## config.mk

```make
export PLATFORM = sky130hd
export DESIGN_NAME = muldiv_sequencer_flat
export DESIGN_NICKNAME = d
export VERILOG_FILES = /design/src/rtl/muldiv_sequencer_if.sv /design/src/rtl/muldiv_sequencer.sv /design/src/flat_wrapper.sv
export SDC_FILE = /design/constraint.sdc
export NUM_CORES = 1
export LEC_CHECK = 0
export ABC_AREA = 1
export BUFFER_PORTS_ARGS = -buffer_cell sky130_fd_sc_hd__buf_4
export CORE_MARGIN = 3
export CORE_UTILIZATION = 41
export CTS_CLUSTER_SIZE = 28
export DETAILED_ROUTE_END_ITERATION = 16
export GPL_TIMING_DRIVEN = 0
export PLACE_DENSITY_LB_ADDON = 0.25
export RECOVER_POWER = 25
export SYNTH_ARGS = -nofsm -noshare
export SYNTH_HDL_FRONTEND = slang
export SYNTH_SLANG_ARGS = --single-unit
```

## constraint.sdc

```tcl
create_clock -name clk -period 2.7 [get_ports clk]
set_input_delay 0 -clock clk [delete_from_list [all_inputs] [get_ports clk]]
set_output_delay 0 -clock clk [all_outputs]
set_load 0.005 [all_outputs]
```

## src/rtl/muldiv_sequencer_if.sv

```systemverilog
// Request/response bundle between EX and the iterative HI/LO multiply unit.
interface muldiv_sequencer_if #(
    parameter int unsigned WIDTH = 32
);
    logic             op_valid;
    logic             op_sign;
    logic [WIDTH-1:0] a;
    logic [WIDTH-1:0] b;
    logic             wr_en;
    logic             wr_hi;
    logic [WIDTH-1:0] wr_data;
    logic             rd_req;
    logic             rd_hi;
    logic             op_ready;
    logic             busy;
    logic             stall;
    logic             done;
    logic [WIDTH-1:0] rd_data;
    logic [WIDTH-1:0] hi;
    logic [WIDTH-1:0] lo;

    modport master (
        output op_valid, op_sign, a, b, wr_en, wr_hi, wr_data, rd_req, rd_hi,
        input  op_ready, busy, stall, done, rd_data, hi, lo
    );

    modport slave (
        input  op_valid, op_sign, a, b, wr_en, wr_hi, wr_data, rd_req, rd_hi,
        output op_ready, busy, stall, done, rd_data, hi, lo
    );
endinterface

```

## src/rtl/muldiv_sequencer.sv

```systemverilog
// Iterative shift-add HI/LO multiplier with MFHI/MFLO/MTHI/MTLO service and pipeline stall.
// Signed operands are multiplied as magnitudes and the product is negated in the FIX cycle.
module muldiv_sequencer #(
    parameter int unsigned WIDTH = 32
) (
    input logic              clk,
    input logic              reset,
    muldiv_sequencer_if.slave bus
);
    localparam int unsigned CNT_W = $clog2(WIDTH) + 1;
    localparam int unsigned PW    = 2 * WIDTH;

    typedef enum logic [1:0] {
        IDLE = 2'd0,
        RUN  = 2'd1,
        FIX  = 2'd2
    } state_t;

    state_t           state, state_nxt;
    logic [CNT_W-1:0] cnt, cnt_nxt;
    logic [WIDTH-1:0] acc, acc_nxt;
    logic [WIDTH-1:0] mplier, mplier_nxt;
    logic [WIDTH-1:0] mcand, mcand_nxt;
    logic [WIDTH-1:0] hi, hi_nxt;
    logic [WIDTH-1:0] lo, lo_nxt;
    logic             neg, neg_nxt;
    logic             done, done_nxt;
    logic [WIDTH:0]   sum;
    logic [PW-1:0]    prod;
    logic [PW-1:0]    result;
    logic [WIDTH-1:0] a_mag;
    logic [WIDTH-1:0] b_mag;

    // State register
    always_ff @(posedge clk or negedge reset) begin
        if (!reset) begin
            state <= IDLE;
        end else begin
            state <= state_nxt;
        end
    end

    // Datapath and result registers
    always_ff @(posedge clk or negedge reset) begin
        if (!reset) begin
            cnt    <= '0;
            acc    <= '0;
            mplier <= '0;
            mcand  <= '0;
            hi     <= '0;
            lo     <= '0;
            neg    <= 1'b0;
            done   <= 1'b0;
        end else begin
            cnt    <= cnt_nxt;
            acc    <= acc_nxt;
            mplier <= mplier_nxt;
            mcand  <= mcand_nxt;
            hi     <= hi_nxt;
            lo     <= lo_nxt;
            neg    <= neg_nxt;
            done   <= done_nxt;
        end
    end

    // Next-state and datapath update
    always_comb begin
        state_nxt  = state;
        cnt_nxt    = cnt;
        acc_nxt    = acc;
        mplier_nxt = mplier;
        mcand_nxt  = mcand;
        hi_nxt     = hi;
        lo_nxt     = lo;
        neg_nxt    = neg;
        done_nxt   = 1'b0;

        sum    = {1'b0, acc} + (mplier[0] ? {1'b0, mcand} : {(WIDTH + 1){1'b0}});
        prod   = {acc, mplier};
        result = neg ? (~prod + PW'(1)) : prod;
        // Magnitude of the most negative value is itself read as unsigned
        a_mag  = bus.a[WIDTH-1] ? (~bus.a + WIDTH'(1)) : bus.a;
        b_mag  = bus.b[WIDTH-1] ? (~bus.b + WIDTH'(1)) : bus.b;

        case (state)
            IDLE: begin
                if (bus.op_valid) begin
                    state_nxt = RUN;
                    cnt_nxt   = '0;
                    acc_nxt   = '0;
                    if (bus.op_sign) begin
                        mcand_nxt  = a_mag;
                        mplier_nxt = b_mag;
                        neg_nxt    = bus.a[WIDTH-1] ^ bus.b[WIDTH-1];
                    end else begin
                        mcand_nxt  = bus.a;
                        mplier_nxt = bus.b;
                        neg_nxt    = 1'b0;
                    end
                end else if (bus.wr_en) begin
                    if (bus.wr_hi) begin
                        hi_nxt = bus.wr_data;
                    end else begin
                        lo_nxt = bus.wr_data;
                    end
                end
            end
            RUN: begin
                acc_nxt    = sum[WIDTH:1];
                mplier_nxt = {sum[0], mplier[WIDTH-1:1]};
                cnt_nxt    = cnt + CNT_W'(1);
                if (cnt == CNT_W'(WIDTH - 1)) begin
                    state_nxt = FIX;
                end
            end
            FIX: begin
                hi_nxt    = result[PW-1:WIDTH];
                lo_nxt    = result[WIDTH-1:0];
                done_nxt  = 1'b1;
                state_nxt = IDLE;
            end
            default: begin
                state_nxt = IDLE;
            end
        endcase
    end

    assign bus.busy     = (state != IDLE);
    assign bus.op_ready = (state == IDLE);
    assign bus.stall    = (state != IDLE) & (bus.op_valid | bus.wr_en | bus.rd_req);
    assign bus.done     = done;
    assign bus.hi       = hi;
    assign bus.lo       = lo;
    assign bus.rd_data  = bus.rd_hi ? hi : lo;
endmodule

```

## src/flat_wrapper.sv

```systemverilog
// flat-port wrapper written by rule: the top's interface ports become plain ports
module muldiv_sequencer_flat 
#(
    parameter int unsigned WIDTH = 32
)
  (clk, reset, bus_op_valid, bus_op_sign, bus_a, bus_b, bus_wr_en, bus_wr_hi, bus_wr_data, bus_rd_req, bus_rd_hi, bus_op_ready, bus_busy, bus_stall, bus_done, bus_rd_data, bus_hi, bus_lo);
  muldiv_sequencer_if #(.WIDTH(WIDTH)) bus_i ();
  input logic clk;
  input logic reset;
  input wire logic [$bits(bus_i.op_valid)-1:0] bus_op_valid;
  input wire logic [$bits(bus_i.op_sign)-1:0] bus_op_sign;
  input wire logic [$bits(bus_i.a)-1:0] bus_a;
  input wire logic [$bits(bus_i.b)-1:0] bus_b;
  input wire logic [$bits(bus_i.wr_en)-1:0] bus_wr_en;
  input wire logic [$bits(bus_i.wr_hi)-1:0] bus_wr_hi;
  input wire logic [$bits(bus_i.wr_data)-1:0] bus_wr_data;
  input wire logic [$bits(bus_i.rd_req)-1:0] bus_rd_req;
  input wire logic [$bits(bus_i.rd_hi)-1:0] bus_rd_hi;
  output wire logic [$bits(bus_i.op_ready)-1:0] bus_op_ready;
  output wire logic [$bits(bus_i.busy)-1:0] bus_busy;
  output wire logic [$bits(bus_i.stall)-1:0] bus_stall;
  output wire logic [$bits(bus_i.done)-1:0] bus_done;
  output wire logic [$bits(bus_i.rd_data)-1:0] bus_rd_data;
  output wire logic [$bits(bus_i.hi)-1:0] bus_hi;
  output wire logic [$bits(bus_i.lo)-1:0] bus_lo;
  assign bus_i.op_valid = bus_op_valid;
  assign bus_i.op_sign = bus_op_sign;
  assign bus_i.a = bus_a;
  assign bus_i.b = bus_b;
  assign bus_i.wr_en = bus_wr_en;
  assign bus_i.wr_hi = bus_wr_hi;
  assign bus_i.wr_data = bus_wr_data;
  assign bus_i.rd_req = bus_rd_req;
  assign bus_i.rd_hi = bus_rd_hi;
  assign bus_op_ready = bus_i.op_ready;
  assign bus_busy = bus_i.busy;
  assign bus_stall = bus_i.stall;
  assign bus_done = bus_i.done;
  assign bus_rd_data = bus_i.rd_data;
  assign bus_hi = bus_i.hi;
  assign bus_lo = bus_i.lo;
  muldiv_sequencer #(.WIDTH(WIDTH)) u_core (.clk(clk), .reset(reset), .bus(bus_i));
endmodule
```

# Word-level counts from Yosys, hierarchy flattened
# Index checks and enable logic that the tools add are counted.
# Widths: inputs -> output; s select.
# totals
latchBits,0
romBits,0
wordCells,65
reg_bits,170
mem_bits_rw,0
output_inout_bits,100
in_bits,104
n_memories,0
# op_classes
mul,0
muxes,26
order_cmp,0
n_shift,0
n_reduce_logical,9
div_mod_pow,0
n_eq_ne,9
bitwise,7
add_sub_neg,5
# ops
operator,count
$mux 32,14
$pmux 32 s2,4
$add 32x1->32 const B,2
$add 64x1->64 const B,1
$mux 64,1
$not 32->32,2
$not 64->64,1
$add 32x33->33,1
$pmux 6 s2,1
$ne 2x2->1 const B,5
$reduce_and 4->1,2
$add 6x1->6 const B,1
$eq 6x5->1 const B,1
$mux 6,1
$reduce_and 2->1,3
$reduce_bool 2->1,3
$mux 2,2
$pmux 2 s2,1
$eq 2x1->1 const B,1
$eq 2x2->1 const B,1
$logic_not 2->1,1
$mux 1,2
$ne 2x1->1 const B,1
$or 1x1->1,2
2 further kinds,2

# Logic depth before layout (Yosys ltp)
# Gate-level depths: netlist of run 1.
# logic_depth
word_depth,6
mapped_depth,17
mapped_depth_nobuf,15

# Least setup slack after synthesis of run 1
# OpenSTA, ideal clock, no wires.
# synth_path
path_type,flip-flop to flip-flop
from,register u_core.mplier[0]
to,register u_core.acc[25]
n_path_buf,2
synth_period_minus_slack_ps,2299
setup_ps,118
required_ps,2582
path_stages_with_launch,18
slack_ps,401
arrival_time_ps,2181
path_cell_list,dfrtp_1 > buf_6 > clkbuf_1 > nand2_1 > inv_1 > ha_1 > inv_1 > fa_1 > o21ai_2 > nand2_1 > nand2_1 > nand2_1 > nand2_1 > nand3_1 > nand2_1 > nand2_1 > nand3_1 > nand2_1
# synth_via
elab_chain_cells,3
# synth_lines
item,line_no,text
"start, declared",muldiv_sequencer.sv:22,"logic [WIDTH-1:0] mplier, mplier_nxt;"
"start signal, assigned",muldiv_sequencer.sv:57,mplier <= mplier_nxt;
$mux 32,muldiv_sequencer.sv:78,"sum = {1'b0, acc} + (mplier[0] ? {1'b0, mcand} : {(WIDTH + 1){1'b0}});"
$add 32x33->33,muldiv_sequencer.sv:78,
$pmux 32 s2,muldiv_sequencer.sv:85,case (state)
"end signal, assigned",muldiv_sequencer.sv:56,acc <= acc_nxt;
"end, declared",muldiv_sequencer.sv:21,"logic [WIDTH-1:0] acc, acc_nxt;"
# No other way between the ends.
# A chain may end at the register's enable or synchronous reset.

# Worst setup path in the final report of run 1
# layout_path
from,register u_core.mplier[0]
to,register u_core.acc[9]
# Same word-level chain as after synthesis.

==> key figures, run 1 <==
Power and ir drop
  – Flop pwr share: 31.2%
  – Net switching power of the design: 8.59 mW
  – Switching Fraction: 49.3%
  – VDD IR-drop max: 0.539 mV
  – Post-layout power: 17.4 mW
  – Portion of total power attributed to combinational logic: 54.8%
  – Total power per unit cell area: 1010 mW/mm2
  – Internal power component: 8.84 mW
  – Power share of the clock group: 14.0%
  – P_leak: 8.19 nW

Clocking
  – Clock Root Buffer: sky130_fd_sc_hd__clkbuf_16
  – Worst-skew pair later-pin latency: 0.45 ns
  – Clock tree from TritonCTS: built
  – Reg clk slew, reported paths: 0.07 ns
  – Sink count of the clock tree: 170
  – CTS H-Tree Depth: 4
  – Number of buffers inserted during clock tree synthesis: 17
  – Clk buf depth: 2

Route
  – Length of the first detailed-routing pass in iterations: 5
  – Via count: 15600
  – Antenna Violating Nets Remaining: 0
  – Number of DRC markers after the initial detailed-route iteration: 1401
  – Average vias per placed instance: 5.39
  – Number of remaining DRC errors: 0
  – WL/cell: 18.1 um
  – Final wirelength: 52300 um

Global routing
  – GRT Resource Usage Total: 29.2%
  – Number of global-route vias before repair: 14800
  – Total congestion overflow after global routing: 0
  – Pin count of the biggest net entering global routing: 108
  – Antenna violations before repair: 0
  – Wire length of the first global-routing pass: 82300 um

STA
  – Worst slew margin relative to its limit: -10.4%
  – Final setup TNS: 0 ns
  – Measured slew at the worst slew-check pin: 1.66 ns
  – Total count of hold-check failures in the final report: 0
  – Post-route worst setup slack: 0.205 ns
  – Post-layout minimum cycle time: 2.50 ns
  – Final critical-path share of the clock period: 92.4%
  – Maximum clock frequency: 401 MHz
  – Final slew viol count: 64
  – Finish-stage setup viols: 0
  – Post-Route Hold Slack: 0.0807 ns
  – Worst setup skew after layout: 0.0103 ns
  – Unrepaired setup endpoints after global routing: no

Yosys
  – Syn. warnings: 0
  – Post-synthesis cell type count: 53
  – Instance count of the mapped netlist: 2111
  – EDFF count, synth: 0
  – Dominant register cell in the synthesized netlist: sky130_fd_sc_hd__dfrtp_1
  – Area of the mapped netlist: 0.0136 mm2
  – Cell types with the largest area share after synthesis: sky130_fd_sc_hd__dfrtp_1, sky130_fd_sc_hd__nand2_1, sky130_fd_sc_hd__nor2_1
  – Post-synthesis sequential element count: 170
  – Syn_nets: 2252
  – Largest area contributor in the netlist: sky130_fd_sc_hd__dfrtp_1
  – Mean area per synthesized cell: 6.45 um2
  – Post-synthesis sequential area ratio: 31.3%
  – Yosys top cell area share: 31.3%
  – Fraction of registers with async set or reset after synthesis: 100%

Final layout
  – Final Core Density: 53.0%
  – Fillers: 3320
  – Post-route cell area: 0.0173 mm2
  – Multi-input logic area: 0.00818 mm2
  – Nets@finish: 2573
  – Flip-flop and latch area: 0.00425 mm2
  – Fraction of final layout cells sized beyond drive strength 1: 14.1%
  – Area added between synthesis and finish: 27.0%
  – Final std cells w/o fill: 2887
  – Antenna Cells: 0

Outcome
  – Failing checks: capacitance limit, slew limit
  – Result of the run: finished with violations

Placed design
  – Cell count after placement: 2756
  – Final weighted congestion in routability-driven placement: 1.05
  – Placement Setup Slack: -0.255 ns
  – Count of port buffers added during placement: 202
  – DP Area: 0.0157 mm2
  – Final HPWL DP: 42100 um

Floorplan
  – FP Rows: 66
  – Area of the die: 0.0354 mm2
  – Initial core utilization: 41.7%
  – Die extent in x: 188 um
  – Total core area: 0.0326 mm2
  – Die Y-Extent: 188 um
  – I/O pin total: 204

Worst setup path
  – Crit start category: flop
  – Worst path cell trace: buf_6 -> nand2_1 -> inv_1 -> ha_1 -> inv_1 -> fa_1 -> o21ai_4 -> nand2_1 -> nand2_1 -> nand2_1 -> nand2_1 -> a21oi_1 -> o21ai_0 -> o21ai_0
  – Category of the most critical setup path: reg2reg
  – Endpoint required time on the critical path: 3.00 ns
  – Crit path arrival time: 2.80 ns
  – Category of the worst setup path capture point: flop
  – Peak fanout along the critical path: 15
  – Cell occurring most often along the worst timing path: sky130_fd_sc_hd__nand2_1
  – Delay contributed by the slowest stage of the critical path: 0.43 ns
  – Setup slack, reg-to-reg: 0.20 ns
  – Slowest cell on the critical path: sky130_fd_sc_hd__fa_1

Flow run
  – Max-cap viol count: 1

Min path
  – Hold Path Class: in2reg
## timing repair
action	in CTS	in global routing
pin swaps	0	0
gates resized for setup	0	20
endpoints found under the setup margin	12	23
buffers inserted	0	0
cloned	0	0
endpoints found under the hold margin	191	0
hold buffers	100	0
## worst max-delay path, delay by kind of cell (launching register included)
kind / cells / cell delay [ns]
AND/OR/NAND/NOR: 5 / 0.53
buffers and inverters: 3 / 0.28
flip-flops: 1 / 0.34
adder cells (fa/ha/maj): 2 / 0.58
AO/OA/AOI/OAI: 4 / 0.58
## cells in the final DEF, fill, tap and decap left out, types with 27 or more instances in the layout
cell type | Yosys | final
sky130_fd_sc_hd__clkbuf_1 | 39 | 46
sky130_fd_sc_hd__a22oi_1 | 51 | 51
sky130_fd_sc_hd__buf_2 | 25 | 27
sky130_fd_sc_hd__clkbuf_4 | 0 | 40
sky130_fd_sc_hd__nand2_1 | 557 | 554
sky130_fd_sc_hd__nor2_1 | 275 | 274
sky130_fd_sc_hd__inv_1 | 229 | 229
sky130_fd_sc_hd__dlygate4sd3_1 | 0 | 100
sky130_fd_sc_hd__ha_1 | 36 | 34
sky130_fd_sc_hd__buf_4 | 3 | 157
sky130_fd_sc_hd__a21oi_1 | 155 | 152
sky130_fd_sc_hd__nand3_1 | 189 | 189
sky130_fd_sc_hd__dfrtp_1 | 170 | 170
sky130_fd_sc_hd__o21ai_0 | 148 | 144
## cell families (layout without fill, tap and decap cells)
group / Yosys count / after routing / synth area share (%)
simple gates: 1140 / 1140 / 36.4
buf+inv: 312 / 646 / 8.99
xor+xnor: 34 / 34 / 2.19
mux: 6 / 6 / 0.496
compound gates: 412 / 412 / 17.2
fa+ha+maj: 37 / 37 / 3.46
flops: 170 / 170 / 31.3
## area by class of cell
type	instances	share of cell area, %
Multi-Input combinational cell	1629	47.3
Sequential cell	170	24.6
Timing Repair Buffer	303	14.6
Inverter	239	5.21
Tap cell	442	3.20
Clock buffer	21	2.61
Buffer	72	1.87
Clock inverter	11	0.644
## routing by layer
metal	track usage [%]	up-vias	wire length (um)
met4	7.62	0	1260
met3	4.45	78	3940
met2	46.4	634	23400
met1	41.7	7264	23700
li1	-	7594	-
met5	0	-	0
## path summary, 6_finish.rpt
path,start,end,cells after the start
max,u_core.mplier[0],u_core.acc[9],14
min,bus_op_valid,u_core.mplier[19],5
max reg2reg,u_core.mplier[0],u_core.acc[9],14
min reg2reg,u_core.cnt[5],u_core.state[1],1
max in group asynchronous,reset,u_core.bus.hi[2],3
min in group asynchronous,reset,u_core.acc[27],2
## sequential cells by signal, indices dropped and copies added, names as in the netlist
register	cells
u_core.bus.done	1
u_core.bus.hi	32
u_core.acc	32
u_core.cnt	6
u_core.bus.lo	32
u_core.neg	1
u_core.mplier	32
u_core.state	2
u_core.mcand	32
## power by group through the flow
stage               clock network (mW)  registers [mW]  logic (mW)
floorplan                            0            4.82        6.15
global placement                     0            5.38        9.13
detailed placement                   0            5.42        9.30
CTS                               2.46            5.38        9.45
global route                      2.58            5.57        10.8
finish                            2.44            5.43        9.56
## synth_stat cells (3+ instances only)
library cell	count
sky130_fd_sc_hd__buf_1	5
sky130_fd_sc_hd__xnor2_1	10
sky130_fd_sc_hd__buf_4	3
sky130_fd_sc_hd__nand4_1	26
sky130_fd_sc_hd__inv_2	8
sky130_fd_sc_hd__o21ai_1	15
sky130_fd_sc_hd__buf_2	25
sky130_fd_sc_hd__or2_2	4
sky130_fd_sc_hd__o21ai_0	148
sky130_fd_sc_hd__o31ai_1	4
sky130_fd_sc_hd__nor2_1	275
sky130_fd_sc_hd__nand3b_1	17
sky130_fd_sc_hd__nor3_1	16
sky130_fd_sc_hd__clkbuf_1	39
sky130_fd_sc_hd__nand3_2	4
sky130_fd_sc_hd__inv_1	229
sky130_fd_sc_hd__o211ai_1	5
sky130_fd_sc_hd__nand2_1	557
sky130_fd_sc_hd__nor2_4	10
sky130_fd_sc_hd__a21boi_0	3
sky130_fd_sc_hd__dfrtp_1	170
sky130_fd_sc_hd__o21bai_1	7
sky130_fd_sc_hd__o22ai_1	7
sky130_fd_sc_hd__mux2_2	6
sky130_fd_sc_hd__nor2_2	15
sky130_fd_sc_hd__o21ai_4	3
sky130_fd_sc_hd__a22oi_1	51
sky130_fd_sc_hd__o21ai_2	3
sky130_fd_sc_hd__ha_1	36
sky130_fd_sc_hd__nand2_2	14
sky130_fd_sc_hd__nand3_1	189
sky130_fd_sc_hd__xor2_1	24
sky130_fd_sc_hd__a21oi_1	155
(Power assumes the default switching activity.)
==> inputs of run 2 (changes only) <==
==> constraint.sdc (replaced) <==
create_clock -name clk -period 2.7 [get_ports clk]
set_input_delay 0.27 -clock clk [delete_from_list [all_inputs] [get_ports clk]]
set_output_delay 0.27 -clock clk [all_outputs]
set_load 0.005 [all_outputs]
==> run 2 against run 1 <==
Effect of this change: the run still ends with capacitance limit, slew limit left; non-clock buffer count down 99; via count down 2.9%; flip-flop and latch count unchanged; count of clock-buffer cells in the layout unchanged; clock power about the same; critical path depth unchanged; power down 0.64%; sequential share of layout area up 1.5 points; hold slack worse by 0.00065 ns; sequential power about the same; largest cell class unchanged; highest routed layer unchanged.
==> key figures, run 2 (synthesis results as in run 1) <==
Outcome
  – Result of the run: finished with violations
  – Failing checks: capacitance limit, slew limit

Floorplan
  – Area of the die: 0.0354 mm2 (unchanged)
  – Total core area: 0.0326 mm2 (unchanged)
  – Die Y-Extent: 188 um (unchanged)
  – FP Rows: 66 (unchanged)
  – Initial core utilization: 41.7% (unchanged)
  – I/O pin total: 204 (unchanged)
  – Die extent in x: 188 um (unchanged)

Worst setup path
  – Setup slack, reg-to-reg: 0.19 ns (about the same)
  – Worst R2R End: u_core.acc[9]
  – Crit start category: flop
  – Crit path arrival time: 2.81 ns (about the same)
  – Category of the most critical setup path: reg2reg
  – Endpoint required time on the critical path: 3.00 ns (about the same)
  – Number of cells on the worst reg-to-reg path: 14 (unchanged)
  – Category of the worst setup path capture point: flop
  – Launching point of the worst reg2reg path: u_core.mplier[0]
  – Peak fanout along the critical path: 15 (unchanged)

Final layout
  – Top library cells by usage in the layout, fill and taps aside: sky130_fd_sc_hd__nand2_1, sky130_fd_sc_hd__nor2_1, sky130_fd_sc_hd__inv_1, sky130_fd_sc_hd__nand3_1, sky130_fd_sc_hd__dfrtp_1
  – Fraction of final layout cells sized beyond drive strength 1: 14.7% (+0.64 points)
  – Fillers: 3437 (+3.5%)
  – Area added between synthesis and finish: 19.8%
  – Most common library cell in the layout ignoring fill and taps: sky130_fd_sc_hd__nand2_1
  – Nets@finish: 2474 (-3.8%)

Route
  – Average vias per placed instance: 5.42 (+0.52%)
  – Final wirelength: 51300 um (-1.8%)
  – Length of routed wiring on met1: 23600 um (-0.28%)
  – WL/cell: 18.4 um (+1.6%)
  – Via count: 15100 (-2.9%)
  – Antenna Violating Nets Remaining: 0 (unchanged)
  – Met3 wirelength from detailed routing: 3880 um (-1.4%)
  – Length of the first detailed-routing pass in iterations: 6 (+1)
  – Number of remaining DRC errors: 0 (unchanged)
  – Routed length on met2: 22800 um (-2.7%)
  – Max layer used: met4
  – Number of DRC markers after the initial detailed-route iteration: 1453 (+3.7%)

Clocking
  – Worst-skew pair later-pin latency: 0.45 ns (about the same)
  – Reg clk slew, reported paths: 0.07 ns (about the same)
  – Sink count of the clock tree: 170 (unchanged)
  – Clock Root Buffer: sky130_fd_sc_hd__clkbuf_16
  – CTS H-Tree Depth: 4 (unchanged)
  – Clock tree from TritonCTS: built
  – Clk buf depth: 2 (unchanged)
  – Number of setup buffers added after CTS: 0 (unchanged)
  – Number of buffers inserted during clock tree synthesis: 17 (unchanged)

Global routing
  – Wire length of the first global-routing pass: 80300 um (-2.4%)
  – GRT Resource Usage Total: 28.6% (-0.64 points)
  – Antenna violations before repair: 0 (unchanged)
  – Total congestion overflow after global routing: 0 (unchanged)
  – Number of global-route vias before repair: 14300 (-3.2%)
  – Pin count of the biggest net entering global routing: 108 (unchanged)

Power and ir drop
  – Portion of total power attributed to combinational logic: 54.5% (-0.3 points)
  – Internal power component: 8.75 mW (-1.0%)
  – P_leak: 7.79 nW (-4.9%)
  – Net switching power of the design: 8.57 mW (-0.25%)
  – Power share of the clock group: 14.1% (about the same)
  – Switching Fraction: 49.5% (+0.19 points)
  – VDD IR-drop max: 0.536 mV (-0.55%)
  – Total power per unit cell area: 1060 mW/mm2 (+5.4%)
  – Flop pwr share: 31.4% (+0.2 points)

STA
  – Post-route worst setup slack: 0.191 ns (-0.0138 ns)
  – Maximum clock frequency: 399 MHz (-0.55%)
  – Final critical-path share of the clock period: 92.9% (+0.51 points)
  – Post-Route Hold Slack: 0.0800 ns (-0.000649 ns)
  – Final slew viol count: 64 (unchanged)
  – Measured slew at the worst slew-check pin: 1.65 ns (-0.00672 ns)
  – Worst setup skew after layout: 0.0114 ns (+0.00112 ns)
  – Unrepaired setup endpoints after global routing: no
  – Finish-stage setup viols: 0 (unchanged)
  – Worst slew margin relative to its limit: -9.97% (+0.45 points)
  – Total count of hold-check failures in the final report: 0 (unchanged)
  – Post-layout minimum cycle time: 2.51 ns (+0.0138 ns)

Flow run
  – Max-cap viol count: 1 (unchanged)

Min path
  – Hold Path Class: in2reg
  – Hold Path Depth: 3 (-2)
  – WHS Endpoint: u_core.mplier[0]
  – Startpoint of the most critical hold path: bus_b[0]

Placed design
  – Placement Setup Slack: -0.255 ns (unchanged)
  – Count of port buffers added during placement: 202 (unchanged)
  – Final weighted congestion in routability-driven placement: 1.05 (unchanged)
  – Final HPWL DP: 42100 um (unchanged)
-- run 2: changes by cell type in the layout (fill, tap and decap cells not counted) --
cell / before / now
sky130_fd_sc_hd__dlygate4sd3_1: 100 / 1
sky130_fd_sc_hd__diode_2: 0 / 1
sky130_fd_sc_hd__clkbuf_4: 40 / 41
sky130_fd_sc_hd__clkbuf_1: 46 / 45
-- run 2: through the flow --
stage	instance area, um2	cells	power, mW	util [%]	TNS, ns
4_1_cts	16300	2788	17.2	49.9	0
3_3_place_gp	15700	2755	14.5	48.1	-1.76
2_1_floorplan	13600	2111	11.0	-	0
3_5_place_dp	15700	2756	14.7	48.2	-2.11
6_report	16300	2789	17.3	50.0	0
5_1_grt	16300	2788	18.8	50.0	0
-- run 2: power by group through the flow --
| stage | Combinational, mW | Clock, mW | Sequential [mW] |
|---|---|---|---|
| floorplan | 6.15 | 0 | 4.82 |
| global placement | 9.13 | 0 | 5.38 |
| detailed placement | 9.30 | 0 | 5.42 |
| CTS | 9.34 | 2.46 | 5.38 |
| global route | 10.6 | 2.58 | 5.58 |
| finish | 9.45 | 2.44 | 5.43 |
-- run 2: how the worst max path moves through the flow --
stage | end | startpoint | slack [ns] | cells past startpoint
after floorplan | u_core.acc[25] | u_core.mplier[0] | 0.40 | 17
after global placement | u_core.acc[29] | u_core.mplier[0] | -0.22 | 17
after detailed placement | u_core.acc[29] | u_core.mplier[0] | -0.25 | 17
after global routing | u_core.acc[25] | u_core.mplier[0] | 0.0004 | 16
final | u_core.acc[9] | u_core.mplier[0] | 0.19 | 14
after CTS | u_core.acc[14] | u_core.mplier[0] | 0.05 | 13
-- run 2: routing by layer --
layer  vias to the layer above  track usage [%]
met5                         -                0
met4                         0             6.98
met3                        62             4.74
met2                       588             44.8
met1                      7078             41.2
li1                       7391                -
-- run 2: critical path, stage by stage (launching register included) --
cell and delay [ns]:
sky130_fd_sc_hd__dfrtp_1 0.34, sky130_fd_sc_hd__buf_6 0.17, sky130_fd_sc_hd__nand2_1 0.08, sky130_fd_sc_hd__inv_1 0.06
sky130_fd_sc_hd__ha_1 0.15, sky130_fd_sc_hd__inv_1 0.05, sky130_fd_sc_hd__fa_1 0.43, sky130_fd_sc_hd__o21ai_4 0.24
sky130_fd_sc_hd__nand2_1 0.09, sky130_fd_sc_hd__nand2_1 0.14, sky130_fd_sc_hd__nand2_1 0.07, sky130_fd_sc_hd__nand2_1 0.16
sky130_fd_sc_hd__a21oi_1 0.09, sky130_fd_sc_hd__o21ai_0 0.14, sky130_fd_sc_hd__o21ai_0 0.14
-- run 2: repair_timing --
item / in CTS / in global routing
endpoints found under the setup margin: 12 / 23
hold endpoints to repair: 63 / 0
pin swaps: 0 / 0
gates resized for setup: 0 / 20
hold buffers: 1 / 0
-- run 2: final cells by class --
cell class / instances / area (um2) / area share, %
diodes: 1 / 2.50 / 0.0154
plain buffers: 72 / 323 / 1.98
multi-input cells: 1629 / 8180 / 50.2
clock inverters: 11 / 111 / 0.683
inverters: 239 / 900 / 5.52
well taps: 442 / 553 / 3.39
repair buffers: 204 / 1530 / 9.38
clock buffers: 21 / 450 / 2.76
flip-flops and latches: 170 / 4250 / 26.1
==> inputs of run 3 (changes only) <==
--- a/config.mk
+++ b/config.mk
@@ -11,7 +11,7 @@
 export CORE_UTILIZATION = 41
 export CTS_CLUSTER_SIZE = 28
 export DETAILED_ROUTE_END_ITERATION = 16
-export GPL_TIMING_DRIVEN = 0
+export HOLD_SLACK_MARGIN = 0.03
 export PLACE_DENSITY_LB_ADDON = 0.25
 export RECOVER_POWER = 25
 export SYNTH_ARGS = -nofsm -noshare
==> run 3 against run 2 <==
Effect of this change: the flow still finishes with violations (capacitance limit, slew limit); utilization is essentially flat; hold slack gained 0.029 ns; count of clock-buffer cells in the layout shrank 3; power grew 1.4%; critical path depth is the same; non-clock buffer count shrank 41; die area is the same; critical path type unchanged; clock skew shrank 0.00057 ns; sequential share of layout area is essentially flat; setup slack gained 0.052 ns; global-route usage shrank 2.3 points; first-iteration DRC count shrank 1.3%.
==> key figures, run 3 (synthesis results as in run 1) <==
Flow run
  – Max-cap viol count: 1 (unchanged)

Min path
  – Hold Path Depth: 4 (+1)
  – WHS Endpoint: u_core.mplier[30]
  – Hold Path Class: in2reg
  – Startpoint of the most critical hold path: bus_b[30]

Worst setup path
  – Peak fanout along the critical path: 32 (+17)
  – Setup slack, reg-to-reg: 0.24 ns (+0.05 ns)
  – Endpoint required time on the critical path: 3.06 ns (+0.06 ns)
  – Crit path arrival time: 2.82 ns (about the same)
  – Launching point of the worst reg2reg path: u_core.mplier[0]
  – Slowest cell on the critical path: sky130_fd_sc_hd__dfrtp_1
  – Buffers & Inverters on Critical Path: 4 (+1)
  – Category of the most critical setup path: reg2reg
  – Worst path cell trace: buf_12 -> nand2_1 -> inv_1 -> ha_1 -> a21oi_1 -> o21ai_0 -> inv_1 -> nand2_1 -> nand2_1 -> nand2_1 -> a21oi_1 -> o21ai_0 -> buf_4 -> o21ai_0
  – Category of the worst setup path capture point: flop
  – CP delay by family, top: compound AO/OA/AOI/OAI gates
  – Logic depth of the worst setup path including buffers: 14 (unchanged)
  – Number of cells on the worst reg-to-reg path: 14 (unchanged)
  – Crit start category: flop
  – Cell occurring most often along the worst timing path: sky130_fd_sc_hd__nand2_1
  – Delay contributed by the slowest stage of the critical path: 0.41 ns (-0.02 ns)
  – Worst R2R End: u_core.acc[14]

Global routing
  – Pin count of the biggest net entering global routing: 65 (-40%)
  – Total congestion overflow after global routing: 0 (unchanged)
  – Antenna violations before repair: 0 (unchanged)
  – GRT Resource Usage Total: 26.3% (-2.3 points)
  – Wire length of the first global-routing pass: 74900 um (-6.7%)
  – Number of global-route vias before repair: 13700 (-4.4%)

Clocking
  – Number of buffers inserted during clock tree synthesis: 17 (unchanged)
  – Worst-skew pair later-pin latency: 0.45 ns (about the same)
  – Reg clk slew, reported paths: 0.07 ns (about the same)
  – Clock tree from TritonCTS: built
  – Sink count of the clock tree: 170 (unchanged)
  – Clock Root Buffer: sky130_fd_sc_hd__clkbuf_16
  – Clk buf depth: 2 (unchanged)
  – CTS H-Tree Depth: 4 (unchanged)
  – Count of cells resized by post-cts repair: 0 (unchanged)

Power and ir drop
  – Internal power component: 9.04 mW (+3.4%)
  – P_leak: 7.83 nW (+0.60%)
  – VDD IR-drop max: 0.470 mV (-12%)
  – Power share of the clock group: 15.0% (+0.9 points)
  – Total power per unit cell area: 1080 mW/mm2 (+1.4%)
  – Portion of total power attributed to combinational logic: 53.9% (-0.6 points)
  – Switching Fraction: 48.5% (-0.98 points)
  – Flop pwr share: 31.1% (-0.3 points)
  – Net switching power of the design: 8.52 mW (-0.60%)
  – Post-layout power: 17.6 mW (+1.4%)

Final layout
  – Nets@finish: 2433 (-1.7%)
  – Fraction of final layout cells sized beyond drive strength 1: 15.1% (+0.31 points)
  – Fillers: 3385 (-1.5%)
  – Top library cells by usage in the layout, fill and taps aside: sky130_fd_sc_hd__nand2_1, sky130_fd_sc_hd__nor2_1, sky130_fd_sc_hd__inv_1, sky130_fd_sc_hd__buf_4, sky130_fd_sc_hd__nand3_1
  – Post-route cell area: 0.0163 mm2 (about the same)
  – Area added between synthesis and finish: 19.8% (about the same)
  – Antenna Cells: 0 (-1)
  – Most common library cell in the layout ignoring fill and taps: sky130_fd_sc_hd__nand2_1

STA
  – Total count of hold-check failures in the final report: 0 (unchanged)
  – Final setup TNS: 0 ns (unchanged)
  – Measured slew at the worst slew-check pin: 1.82 ns (+0.173 ns)
  – Worst slew margin relative to its limit: -21.5% (-12 points)
  – Maximum clock frequency: 407 MHz (+2.1%)
  – Worst setup skew after layout: 0.0108 ns (-0.000568 ns)
  – Unrepaired setup endpoints after global routing: no
  – Post-layout minimum cycle time: 2.46 ns (-0.0524 ns)
  – Final critical-path share of the clock period: 91.0% (-1.9 points)
  – Final slew viol count: 63 (-1.6%)
  – Finish-stage setup viols: 0 (unchanged)

Route
  – Number of remaining DRC errors: 0 (unchanged)
  – WL/cell: 17.3 um (-5.9%)
  – Antenna Violating Nets Remaining: 0 (unchanged)
  – Length of the first detailed-routing pass in iterations: 7 (+1)
  – Number of DRC markers after the initial detailed-route iteration: 1434 (-1.3%)
  – Via count: 14700 (-2.5%)
  – Average vias per placed instance: 5.36 (-1.1%)
  – Final wirelength: 47600 um (-7.3%)

Floorplan
  – Total core area: 0.0326 mm2 (unchanged)
  – I/O pin total: 204 (unchanged)
  – Initial core utilization: 41.7% (unchanged)
  – Area of the die: 0.0354 mm2 (unchanged)
  – Die Y-Extent: 188 um (unchanged)
  – Die extent in x: 188 um (unchanged)
  – FP Rows: 66 (unchanged)

Placed design
  – Final HPWL DP: 37900 um (-10%)
  – Count of port buffers added during placement: 203 (+0.50%)
  – Final weighted congestion in routability-driven placement: 0.980 (-6.9%)
  – DP Area: 0.0157 mm2 (-0.12%)

Outcome
  – Failing checks: capacitance limit, slew limit
  – Result of the run: finished with violations
-- run 3: power groups by stage --
| stage | Combinational (mW) | Clock [mW] | Sequential, mW |
|---|---|---|---|
| final | 9.47 | 2.63 | 5.46 |
| after global routing | 10.7 | 2.79 | 5.59 |
| after CTS | 9.37 | 2.68 | 5.39 |
| after detailed placement | 9.32 | 0 | 5.43 |
| after global placement | 9.17 | 0 | 5.40 |
| after floorplan | 6.15 | 0 | 4.82 |
-- run 3: cell type report --
type                    instances  area, um2  share of cell area (%)
repair buffers                235       1850                    11.3
clock inverters                14        181                    1.11
multi-input cells            1629       8140                    49.9
well taps                     442        553                    3.39
clock buffers                  18        429                    2.63
inverters                     239        900                    5.52
flip-flops and latches        170       4260                    26.1
-- run 3: worst register-to-register path: stages, from the launching register on --
cell	delay (ns)
sky130_fd_sc_hd__dfrtp_1	0.41
sky130_fd_sc_hd__buf_12	0.18
sky130_fd_sc_hd__nand2_1	0.07
sky130_fd_sc_hd__inv_1	0.04
sky130_fd_sc_hd__ha_1	0.34
sky130_fd_sc_hd__a21oi_1	0.25
sky130_fd_sc_hd__o21ai_0	0.13
sky130_fd_sc_hd__inv_1	0.07
sky130_fd_sc_hd__nand2_1	0.09
sky130_fd_sc_hd__nand2_1	0.08
sky130_fd_sc_hd__nand2_1	0.14
sky130_fd_sc_hd__a21oi_1	0.20
sky130_fd_sc_hd__o21ai_0	0.15
sky130_fd_sc_hd__buf_4	0.16
sky130_fd_sc_hd__o21ai_0	0.06
-- run 3: metal layers --
layer	wire (um)	vias to the layer above	track usage, %
li1	-	7308	-
met2	20400	558	39.4
met3	3550	54	4.22
met4	885	0	6.61
met1	22700	6814	39.6
met5	0	-	0
-- run 3: through the flow --
stage,utilization [%],hold slack (ns),setup WS (ns),std cells
after floorplan,-,-0.0256,0.401,2111
after global placement,48.1,0.321,0.395,2714
after detailed placement,48.1,0.326,0.342,2714
after CTS,50.0,0.0847,0.265,2747
after global routing,50.0,0.123,0.0403,2747
final,50.0,0.109,0.243,2747
-- run 3: worst max-delay path by stage --
| stage | from | to |
|---|---|---|
| 2_1_floorplan | u_core.mplier[0] | u_core.acc[25] |
| 3_3_place_gp | u_core.mplier[0] | u_core.acc[9] |
| 3_5_place_dp | u_core.mplier[0] | u_core.acc[9] |
| 4_1_cts | u_core.mplier[0] | u_core.acc[14] |
| 5_1_grt | u_core.mplier[0] | u_core.acc[14] |
| 6_report | u_core.mplier[0] | u_core.acc[14] |
-- run 3: what timing repair did --
item                                    4_1_cts  5_1_grt
hold endpoints to repair                     60        0
endpoints found under the setup margin        0        0
setup buffers                                 0        0
hold buffers                                  1        0
